--- config.mk ---
export PLATFORM = sky130hd
export DESIGN_NAME = pad_pwr_seq
export DESIGN_NICKNAME = d
export VERILOG_FILES = /design/src/rtl/pad_pwr_seq.sv
export SDC_FILE = /design/constraint.sdc
export NUM_CORES = 1
export LEC_CHECK = 0
export CELL_PAD_IN_SITES_DETAIL_PLACEMENT = 0
export CELL_PAD_IN_SITES_GLOBAL_PLACEMENT = 1
export CORE_MARGIN = 4
export CORE_UTILIZATION = 35
export CTS_CLUSTER_DIAMETER = 120
export DETAILED_ROUTE_END_ITERATION = 8
export PLACE_DENSITY_LB_ADDON = 0.1
export SYNTH_ARGS = -nofsm -noshare
export SYNTH_HDL_FRONTEND = slang
export SYNTH_SLANG_ARGS = --single-unit
--- constraint.sdc ---
create_clock -name clk -period 2.1 [get_ports clk]
set_input_delay 0.315 -clock clk [delete_from_list [all_inputs] [get_ports clk]]
set_output_delay 0.315 -clock clk [all_outputs]
set_load 0.01 [all_outputs]
--- src/rtl/pad_pwr_seq.sv ---
// +----------------------------------------------------------------------------+
// | pad_pwr_seq : ordered power-up/down sequencer for NUM_DOM supply pads      |
// | Rev 1.0                                                                    |
// +----------------------------------------------------------------------------+
`default_nettype none

module pad_pwr_seq #(
   parameter int unsigned NUM_DOM = 4,
   parameter int unsigned DLY_W   = 8
) (
   input  logic                     clk,
   input  logic                     rst_n,
   input  logic                     pwr_req_i,
   input  logic [NUM_DOM*DLY_W-1:0] dly_cfg_i,
   input  logic [NUM_DOM-1:0]       dom_good_i,
   input  logic                     fault_clr_i,
   output logic [NUM_DOM-1:0]       dom_en_o,
   output logic                     pwr_good_o,
   output logic                     busy_o,
   output logic                     err_o
);

   localparam int unsigned IDX_W = (NUM_DOM > 1) ? $clog2(NUM_DOM) : 1;
   localparam logic [IDX_W-1:0] LAST_IDX = IDX_W'(NUM_DOM - 1);

   typedef enum logic [2:0] {
      IDLE      = 3'd0,
      UP_WAIT   = 3'd1,
      ON        = 3'd2,
      DOWN_WAIT = 3'd3,
      FAULT     = 3'd4
   } state_t;

   state_t               state_q, state_d;
   logic [IDX_W-1:0]     idx_q, idx_d;
   logic [DLY_W-1:0]     cnt_q, cnt_d;
   logic [NUM_DOM-1:0]   dom_en_q, dom_en_d;
   logic                 pwr_good_q, busy_q, err_q;

   logic [DLY_W-1:0]     w_dly [NUM_DOM];
   logic [IDX_W-1:0]     w_idx_inc, w_idx_dec;

   for (genvar g = 0; g < NUM_DOM; g++) begin : g_dly
      assign w_dly[g] = dly_cfg_i[g*DLY_W +: DLY_W];
   end

   assign w_idx_inc = idx_q + 1'b1;
   assign w_idx_dec = idx_q - 1'b1;

   always_comb begin
      state_d  = state_q;
      idx_d    = idx_q;
      cnt_d    = cnt_q;
      dom_en_d = dom_en_q;
      case (state_q)
         IDLE: begin
            if (pwr_req_i) begin
               dom_en_d = NUM_DOM'(1);
               idx_d    = '0;
               cnt_d    = w_dly[0];
               state_d  = UP_WAIT;
            end
         end
         UP_WAIT: begin
            // Withdrawal of the request overrides any pending settle check.
            if (!pwr_req_i) begin
               dom_en_d = dom_en_q & ~(NUM_DOM'(1) << idx_q);
               cnt_d    = w_dly[idx_q];
               state_d  = DOWN_WAIT;
            end else if (cnt_q != '0) begin
               cnt_d = cnt_q - 1'b1;
            end else if (!dom_good_i[idx_q]) begin
               dom_en_d = '0;
               state_d  = FAULT;
            end else if (idx_q == LAST_IDX) begin
               state_d = ON;
            end else begin
               idx_d    = w_idx_inc;
               dom_en_d = dom_en_q | (NUM_DOM'(1) << w_idx_inc);
               cnt_d    = w_dly[w_idx_inc];
            end
         end
         ON: begin
            if (!pwr_req_i) begin
               idx_d    = LAST_IDX;
               dom_en_d = dom_en_q & ~(NUM_DOM'(1) << LAST_IDX);
               cnt_d    = w_dly[LAST_IDX];
               state_d  = DOWN_WAIT;
            end else if (!(&dom_good_i)) begin
               dom_en_d = '0;
               state_d  = FAULT;
            end
         end
         DOWN_WAIT: begin
            if (cnt_q != '0) begin
               cnt_d = cnt_q - 1'b1;
            end else if (idx_q != '0) begin
               idx_d    = w_idx_dec;
               dom_en_d = dom_en_q & ~(NUM_DOM'(1) << w_idx_dec);
               cnt_d    = w_dly[w_idx_dec];
            end else begin
               state_d = IDLE;
            end
         end
         FAULT: begin
            if (fault_clr_i && !pwr_req_i) begin
               state_d = IDLE;
            end
         end
         default: begin
            dom_en_d = '0;
            state_d  = IDLE;
         end
      endcase
   end

   always_ff @(posedge clk or negedge rst_n) begin
      if (!rst_n) begin
         state_q    <= IDLE;
         idx_q      <= '0;
         cnt_q      <= '0;
         dom_en_q   <= '0;
         pwr_good_q <= 1'b0;
         busy_q     <= 1'b0;
         err_q      <= 1'b0;
      end else begin
         state_q    <= state_d;
         idx_q      <= idx_d;
         cnt_q      <= cnt_d;
         dom_en_q   <= dom_en_d;
         pwr_good_q <= (state_d == ON);
         busy_q     <= (state_d == UP_WAIT) || (state_d == DOWN_WAIT);
         err_q      <= (state_d == FAULT);
      end
   end

   assign dom_en_o   = dom_en_q;
   assign pwr_good_o = pwr_good_q;
   assign busy_o     = busy_q;
   assign err_o      = err_q;

endmodule

`default_nettype wire

Word level (Yosys, flattened, before mapping)
Index checks and enable logic that the tools add are counted.
Operators by class
  add/subtract/negate cells: 3
  magnitude comparators: 4
  equality and inequality tests: 25
  shift operators: 3
  mux-type cells: 50
  bitwise operators: 9
  reduce and logical (&&, ||, !) cells: 12
Operators with widths (number)
  8-bit 2-to-1 mux: 14
  8-bit binary-select mux with 2-bit select: 3
  4-bit 2-to-1 mux: 9
  8-bit case mux with 4 select lines: 1
  3-bit 2-to-1 mux: 10
  2-bit != test (second input constant): 10
  4-bit case mux with 5 select lines: 1
  2-bit 2-to-1 mux: 8
  3-bit case mux with 5 select lines: 1
  3-bit by 2-bit equality test with 1-bit output (second input constant): 4
  4-bit != test (second input constant): 3
  1-bit by 2-bit << shifter with 4-bit output (first input constant): 3
  3-bit greater-or-equal comparator (second input constant): 3
  3-bit != test (second input constant): 3
  2-bit inverter with 3-bit output: 3
  9-bit AND reduction: 1
  4-bit bitwise AND: 2
  4-bit inverter: 2
  2-bit case mux with 4 select lines: 1
  8-bit AND reduction: 1
  8-bit nonzero test: 1
  8-bit by 1-bit subtractor with 8-bit output (second input constant): 1
  7-bit AND reduction: 1
  3-bit by 1-bit equality test with 1-bit output (second input constant): 2
  other kinds (17): 18
Word-level totals
  flip-flop bits (word level): 20
  input port bits: 40
  output and inout bits: 7
  logic and storage cells: 114

Depth between registers and ports, before layout
Gate-level depths: netlist of run 1.
  depth in word-level cells: 10
  mapped depth: 10
  depth with buffers taken out: 8

Worst setup path before layout of run 1
OpenSTA, ideal clock, no wires.
  path type: register to register
  from: register idx_q[1]
  to: register cnt_q[2]
  setup time: 0.125 ns
  arrival time: 2.083 ns
  required time: 1.975 ns
  path slack: -0.108 ns
  cell stages (with the launch flop): 11
  path buffers: 2
  clock period less this slack: 2.208 ns
  cell sequence: dfrtp_1 -> buf_2 -> buf_2 -> inv_1 -> ha_1 -> nand2b_1 -> o32ai_1 -> a311oi_1 -> and2_4 -> inv_4 -> mux2_4
On the way
  cells in the longest elaborated chain, start to end: 10
  elaborated cells on any way between the ends: 29
  those cells by class: add/sub: 2; eq/ne: 4; mux: 18; bitwise: 3; reduce/logical: 2
Ends and longest elaborated chain
  from (decl): line 35  | logic [IDX_W-1:0] idx_q, idx_d;
  from (signal assigned): line 128  | idx_q <= idx_d;
  2-bit by 1-bit adder with 2-bit output: line 47  | assign w_idx_inc = idx_q + 1'b1;
  2-bit inverter with 3-bit output (implied by the code): line 80  | cnt_d = w_dly[w_idx_inc];
  8-bit binary-select mux with 2-bit select: line 80
  8-bit 2-to-1 mux (implied by the code) (2 in series): line 80
  8-bit 2-to-1 mux: line 75  | end else if (idx_q == LAST_IDX) begin
  8-bit 2-to-1 mux: line 72  | end else if (!dom_good_i[idx_q]) begin
  8-bit 2-to-1 mux: line 70  | end else if (cnt_q != '0) begin
  8-bit 2-to-1 mux: line 66  | if (!pwr_req_i) begin
  8-bit case mux with 4 select lines: line 55  | case (state_q)
  to (signal assigned): line 129  | cnt_q <= cnt_d;
  to (decl): line 36  | logic [DLY_W-1:0] cnt_q, cnt_d;
Parallel ways exist; a longest one is shown, timed or not. The select of a mux whose other input is x is not followed.
A chain may end at the register's enable or synchronous reset.

Worst setup path in the final report of run 1
  from: register cnt_q[0]
  to: register cnt_q[4]
On the way
  cells in the longest elaborated chain, start to end: 4
  elaborated cells on any way between the ends: 10
  those cells by class: add/sub: 1; eq/ne: 3; mux: 4; reduce/logical: 2
Ends and longest elaborated chain (line)
  8-bit by 1-bit subtractor with 8-bit output or 8-bit nonzero test (tied branches)
  8-bit 2-to-1 mux: 70
  8-bit 2-to-1 mux: 66
  8-bit case mux with 4 select lines: 55
Parallel ways exist; a longest one is shown, timed or not.

==> summary.txt, run 1 <==
STA
  – Pins over their slew limit: 0
  – Period minus WS final: 2010 ps
  – PnR worst setup slack: 86.8 ps
  – WHS: 390 ps
  – Max Freq: 497 MHz
  – Final period utilization: 0.959
  – Finish-stage setup viols: 0
  – Final TNS setup: 0 ps
  – Clock Skew: 1.97 ps
  – Tightest Pin Transition: 768 ps
  – Final hold vios: 0
  – Worst slew margin: 0.483

Critical path
  – Top cell family by delay on the critical path: flip-flops
  – Crit-path max FO: 7
  – CP max-delay cell: dfrtp_1
  – Crit Path Class: register to register
  – Arr. time, crit path: 2170 ps
  – Worst path max stage delay: 420 ps
  – Startpoint types: register
  – Buf/Inv on CP: 3
  – CP required: 2260 ps
  – Worst-path cell chain: inv_2 -> ha_4 -> nor3b_2 -> buf_4 -> a21oi_4 -> a311oi_2 -> and2_4 -> inv_6 -> mux2_4
  – CP endpoint kind: register

Yosys
  – Unique masters post-synth: 65
  – Main synth FF type: dfrtp_1
  – Largest cells by area after synthesis: dfrtp_1 (22%), mux2i_1 (12%), o221ai_1 (7.6%)
  – Syn avg cell area: 8.78 µm²
  – Post-synthesis async set-or-reset flop share: 1.00
  – Flops & latches, synth: 20
  – Post-synth top area share: 0.216
  – Gate count after technology mapping: 264
  – Syn Std Cell Area: 2320 µm²
  – Sequential share of the synthesized area: 0.216
  – Post-synth EDFFs: 0
  – Post-synth top area cell: dfrtp_1
  – Ys Warns: 0
  – Syn Nets: 309

Run
  – Max-cap viol count: 0

Final layout
  – Fin cells: 433
  – P&R area growth vs syn: 47.3%
  – Final core occ: 0.535
  – Diodes inserted: 0
  – NumNets Final: 402
  – Filler cells: 605
  – Share of cells above drive strength 1: 0.309

Floorplanning
  – Initial core utilization: 0.363
  – I/O pin total: 47
  – Die Area: 7990 µm²
  – Die Ht: 89.4 µm
  – Row count: 29
  – Die width: 89.4 µm
  – Core Footprint: 6390 µm²

Place
  – Placed insts: 423
  – HPWL Detailed: 6330 µm
  – Port bufs: 46
  – Worst slack at placement: -131 ps
  – Routability cong.: 0.906

GRT
  – Initial antenna violation count: 0
  – Vias in the first global route: 2,488
  – Gr ovfl total: 0
  – Total GRT Usage: 0.202
  – Largest net degree at the start of global routing: 21
  – First-pass GRT wire length: 12,600 µm

Detailed routing
  – Vias: 2,536
  – Post-DRT Antenna Nets: 0
  – DR pass1 iterations: 5
  – Via density: 5.86
  – Initial DRC count: 166
  – Routed len/inst: 18.4 µm
  – Drt drc: 0
  – Post-Route WL: 7990 µm

CTS
  – Htree depth: 1
  – Clock transition at path regs: 90 ps
  – Max clock buf depth: 2
  – Clock sink count: 20
  – Clk Latency, worst-skew pair: 270 ps
  – Num CTS Buffers: 3
  – CTS root buf: clkbuf_8
  – Post-CTS Hold Buffers: 0
  – CTS tree: yes

Worst hold path
  – Hold crit path type: input pin to asynchronous set/reset pin

Power and ir drop
  – Leak Pwr: 1.44 nW
  – Maximum VDD drop: 705 µV
  – Pwr/cell area: 1580 nW/µm²

Run status
  – Outcome: complete, no violations
-- power by group --
group          internal [mW]  switching [mW]
clock network          0.255           0.155
logic                   2.16            2.00
registers              0.577           0.258
total                   2.99            2.42
-- cells by family (layout without fill, tap and decap cells) --
logic type / Yosys count / in the layout / share of synthesized area
compound gates: 92 / 92 / 0.304
simple gates: 70 / 70 / 0.175
mux: 38 / 38 / 0.195
buf+inv: 35 / 127 / 0.0680
flops: 20 / 20 / 0.216
fa+ha+maj: 5 / 5 / 0.0270
xor+xnor: 4 / 4 / 0.0151
-- layout make-up --
class / count / area, µm² / share of cell area
multi-input combinational: 209 / 1740 / 0.508
tap: 77 / 96.3 / 0.0282
inverter: 14 / 57.6 / 0.0169
sequential: 20 / 508 / 0.149
clock inverter: 1 / 30.0 / 0.00879
clock buffer: 3 / 41.3 / 0.0121
timing repair buffer: 109 / 946 / 0.277
-- worst reg2reg max path, delay by kind of cell (launching register included) --
| family | cells | cell delay [ps] |
|---|---|---|
| AO/OA/AOI/OAI | 2 | 380 |
| buffers and inverters | 3 | 330 |
| multiplexers | 1 | 290 |
| adder cells (fa/ha/maj) | 1 | 120 |
| AND/OR/NAND/NOR | 2 | 370 |
| flip-flops | 1 | 420 |
-- routing by layer --
layer	routed length (µm)	vias up	global-route usage
met2	3960	68	0.350
met4	135	0	0.0555
met1	3550	1233	0.272
met3	342	13	0.0120
met5	0	-	0
li1	-	1222	-
-- state kept, by name, indices dropped and copies added, names as in the netlist --
register    flops
busy_o          1
cnt_q           8
dom_en_o        4
err_o           1
idx_q           2
pwr_good_o      1
state_q         3
-- layout by cell type (no fill, tap or decap), types with 6 or more instances in the layout --
master / n
nor2_1: 23
o21ai_0: 9
clkdlybuf4s50_1: 46
inv_1: 8
o21ai_1: 6
nand2_1: 9
mux2i_1: 28
nand3_1: 8
dfrtp_2: 6
buf_4: 62
a21oi_1: 15
o221ai_1: 20
dfrtp_1: 14
-- final timing paths --
| kind | slack [ps] | cells after the start | startpoint | to |
|---|---|---|---|---|
| worst max-delay path | 90 | 9 | cnt_q[0] | cnt_q[4] |
| worst min-delay path | 390 | 2 | rst_n | dom_en_o[3] |
| worst max register to register | 90 | 9 | cnt_q[0] | cnt_q[4] |
| worst min register to register | 540 | 2 | dom_en_o[0] | dom_en_o[0] |
| max in group asynchronous | 1460 | 2 | rst_n | cnt_q[3] |
| min in group clk | 540 | 2 | dom_en_o[0] | dom_en_o[0] |
-- Yosys cell counts, types with 2 or more instances --
master	number
o221ai_1	20
dfrtp_1	20
o32a_1	2
inv_1	12
a21o_1	2
ha_1	5
mux2_1	2
o32ai_1	3
o41ai_2	2
o21ai_0	9
nor4_1	2
nand2_1	9
o31ai_1	3
buf_2	10
or3b_1	2
nor2_1	23
nor3_1	3
o21a_1	2
a221oi_1	6
nand3_1	8
xnor2_1	3
or3_1	2
a31oi_1	4
a21oi_1	17
mux2_4	4
mux2i_1	28
mux4_2	4
clkbuf_1	9
o21ai_1	6
nand2b_1	6
or4_4	2
-- metrics by stage --
step	instance area [µm²]	power (mW)
2_1_floorplan	2350	3.33
5_1_grt	3410	5.78
4_1_cts	3310	5.21
3_5_place_dp	3230	4.76
3_3_place_gp	3230	4.75
6_report	3410	5.41
-- what timing repair did --
action,CTS,global route
gates resized for setup,2,17
pin swaps,0,5
endpoints found under the setup margin,7,14
setup buffers,0,6
No activity file was read; power rests on OpenSTA's default activity.
==> run 2, diff against run 1 <==
--- a/config.mk
+++ b/config.mk
@@ -8,9 +8,10 @@
 export CELL_PAD_IN_SITES_DETAIL_PLACEMENT = 0
 export CELL_PAD_IN_SITES_GLOBAL_PLACEMENT = 1
 export CORE_MARGIN = 4
-export CORE_UTILIZATION = 35
+export CORE_UTILIZATION = 40
 export CTS_CLUSTER_DIAMETER = 120
 export DETAILED_ROUTE_END_ITERATION = 8
+export DONT_BUFFER_PORTS = 1
 export PLACE_DENSITY_LB_ADDON = 0.1
 export SYNTH_ARGS = -nofsm -noshare
 export SYNTH_HDL_FRONTEND = slang
==> run 2 against run 1 <==
Against the previous run:
- sequential share of layout area increased by 2.8 points
- sequential cell count unchanged
- critical endpoint is now cnt_q[7]
- critical path type unchanged
- die area decreased by 11%
- hold slack got worse by 130 ps
- clock-buffer cell count unchanged
- final cell count decreased by 15%
==> summary.txt, run 2 (same netlist as run 1, synthesis figures left out) <==
Run status
  – Outcome: complete, no violations (unchanged)

Power and ir drop
  – Pwr/cell area: 1840 nW/µm² (was 1580 nW/µm²)
  – Logic pwr share: 0.755 (was 0.770)
  – Maximum VDD drop: 678 µV (was 705 µV)
  – Internal power: 2.81 mW (was 2.99 mW)
  – Leak Pwr: 1.20 nW (was 1.44 nW)
  – Clock network power share: 0.079 (was 0.076)
  – Switching power: 2.43 mW (was 2.42 mW)
  – Final total power: 5.25 mW (was 5.41 mW)
  – Sequential share of power: 0.166 (was 0.154)
  – Sw Ratio: 0.464 (was 0.447)

GRT
  – Largest net degree at the start of global routing: 23 (was 21)
  – Initial antenna violation count: 0 (unchanged)
  – Gr ovfl total: 0 (unchanged)
  – Total GRT Usage: 0.221 (was 0.202)
  – Vias in the first global route: 2,393 (was 2,488)
  – First-pass GRT wire length: 12,500 µm (was 12,600 µm)

Final layout
  – P&R area growth vs syn: 23.0% (was 47.3%)
  – Share of cells above drive strength 1: 0.324 (was 0.309)
  – Filler cells: 558 (was 605)
  – Final core occ: 0.512 (was 0.535)
  – NumNets Final: 342 (was 402)
  – Most common cell after layout, fill and taps aside: buf_4 (unchanged)
  – Max reg flops: 8 (unchanged)
  – Most flops, register: cnt_q (unchanged)
  – Diodes inserted: 0 (unchanged)
  – Commonest non-fill, non-tap cells in the layout: buf_4 (47), mux2i_1 (28), nor2_1 (23) (was buf_4 (62), clkdlybuf4s50_1 (46), mux2i_1 (28))

Critical path
  – Crit Path Class: register to register (unchanged)
  – Flop-to-flop setup slack: 20 ps (was 90 ps)
  – Crit-path max FO: 5 (was 7)
  – Worst Reg-to-Reg Cells: 6 (was 9)
  – Arr. time, crit path: 2240 ps (was 2170 ps)
  – CP endpoint kind: register (unchanged)
  – CP required: 2270 ps (was 2260 ps)
  – FF-to-FF Start: cnt_q[1] (was cnt_q[0])
  – Reg2reg end: cnt_q[7] (was cnt_q[4])
  – Startpoint types: register (unchanged)

STA
  – Worst slew margin: 0.330 (was 0.483)
  – Max Freq: 481 MHz (was 497 MHz)
  – Clock Skew: 2.07 ps (was 1.97 ps)
  – Pins over their slew limit: 0 (unchanged)
  – Tightest Pin Transition: 1000 ps (was 768 ps)
  – RSZ-0062 raised after global routing: yes
  – Finish-stage setup viols: 0 (unchanged)
  – Period minus WS final: 2080 ps (was 2010 ps)
  – Final period utilization: 0.990 (was 0.959)
  – Final hold vios: 0 (unchanged)

CTS
  – Clk Latency, worst-skew pair: 270 ps (about the same)
  – Max clock buf depth: 2 (unchanged)
  – CTS root buf: clkbuf_8 (unchanged)
  – Clock transition at path regs: 90 ps (about the same)
  – CTS tree: yes (unchanged)
  – Num CTS Buffers: 3 (unchanged)
  – Clock sink count: 20 (unchanged)
  – Htree depth: 1 (unchanged)

Floorplanning
  – Die Ht: 84.1 µm (was 89.4 µm)
  – Die Area: 7080 µm² (was 7990 µm²)
  – Core Footprint: 5570 µm² (was 6390 µm²)
  – Initial core utilization: 0.416 (was 0.363)
  – Die width: 84.1 µm (was 89.4 µm)
  – I/O pin total: 47 (unchanged)
  – Row count: 27 (was 29)

Detailed routing
  – Drt drc: 0 (unchanged)
  – Routed len/inst: 21.3 µm (was 18.4 µm)
  – Via density: 6.38 (was 5.86)
  – Vias: 2,346 (was 2,536)
  – DR pass1 iterations: 4 (was 5)
  – Post-Route WL: 7860 µm (was 7990 µm)
  – Post-DRT Antenna Nets: 0 (unchanged)
  – Initial DRC count: 179 (was 166)

Worst hold path
  – Hold Crit Start: pwr_req_i
  – WHS Endpoint: dom_en_o[2]
  – Hold crit path type: input pin to register (was input pin to asynchronous set/reset pin)
  – Number of cells on the worst hold path: 2

Place
  – Routability cong.: 0.899 (was 0.906)
  – HPWL Detailed: 6060 µm (was 6330 µm)
  – Port bufs: 0 (was 46)

Run
  – Max-cap viol count: 0 (unchanged)
run 2: cell count changes in the layout (fill, tap and decap cells not counted), sizes merged:
cell,change
buf,-15
clkdlybuf4s50,-46
dlygate4sd3,+1
run 2: stage by stage:
stage / setup WS [ps] / area [µm²] / TNS, ps / hold WS, ps / instances
2_1_floorplan: 3.17 / 2350 / 0 / 19.4 / 264
3_3_place_gp: -119 / 2660 / -119 / 19.9 / 360
3_5_place_dp: -138 / 2660 / -138 / 20.0 / 360
4_1_cts: 23.0 / 2760 / 0 / 260 / 365
5_1_grt: -37.1 / 2850 / -38.8 / 279 / 368
6_report: 22.0 / 2850 / 0 / 263 / 368
run 2: worst max path at each step:
stage	from	endpoint	cells after the start
5_1_grt	cnt_q[1]	cnt_q[7]	6
6_report	cnt_q[1]	cnt_q[7]	6
3_3_place_gp	idx_q[0]	cnt_q[6]	5
2_1_floorplan	idx_q[0]	cnt_q[2]	10
3_5_place_dp	idx_q[0]	cnt_q[6]	5
4_1_cts	cnt_q[0]	cnt_q[4]	9
run 2: power groups by stage:
stage | clock (mW) | sequential [mW] | combinational (mW)
2_1_floorplan | 0 | 0.726 | 2.61
3_3_place_gp | 0 | 0.867 | 3.71
3_5_place_dp | 0 | 0.864 | 3.73
4_1_cts | 0.416 | 0.857 | 3.81
5_1_grt | 0.431 | 0.908 | 4.32
6_report | 0.415 | 0.873 | 3.96
run 2: worst max-delay path, cell delays in order (launching register included):
cell	delay, ps
dfrtp_1	410
buf_6	120
or4_4	560
or4_4	430
a21oi_2	130
o21ai_1	80
a32o_1	250
run 2: repair_timing:
| item | 4_1_cts | 5_1_grt |
|---|---|---|
| hold buffers | 1 | 0 |
| pin swaps | 0 | 7 |
| endpoints found under the hold margin | 20 | 0 |
| buffers inserted | 0 | 3 |
| gates cloned | 0 | 0 |
| gates resized for setup | 4 | 19 |
| endpoints found under the setup margin | 5 | 11 |
run 2: area by class of cell:
type | instances | area, µm² | area share
Sequential cell | 20 | 504 | 0.177
Multi-Input combinational cell | 209 | 1760 | 0.615
Clock inverter | 1 | 30.0 | 0.0105
Timing Repair Buffer | 49 | 374 | 0.131
Inverter | 14 | 57.6 | 0.0202
Tap cell | 72 | 90.1 | 0.0316
Clock buffer | 3 | 41.3 | 0.0145
run 2: per-layer routing:
layer / vias to the layer above / global-route usage / share of wire
li1: 1101 / - / -
met1: 1143 / 0.298 / 0.43
met2: 89 / 0.362 / 0.47
met3: 13 / 0.0324 / 0.070
met4: 0 / 0.0716 / 0.025
met5: - / 0 / 0
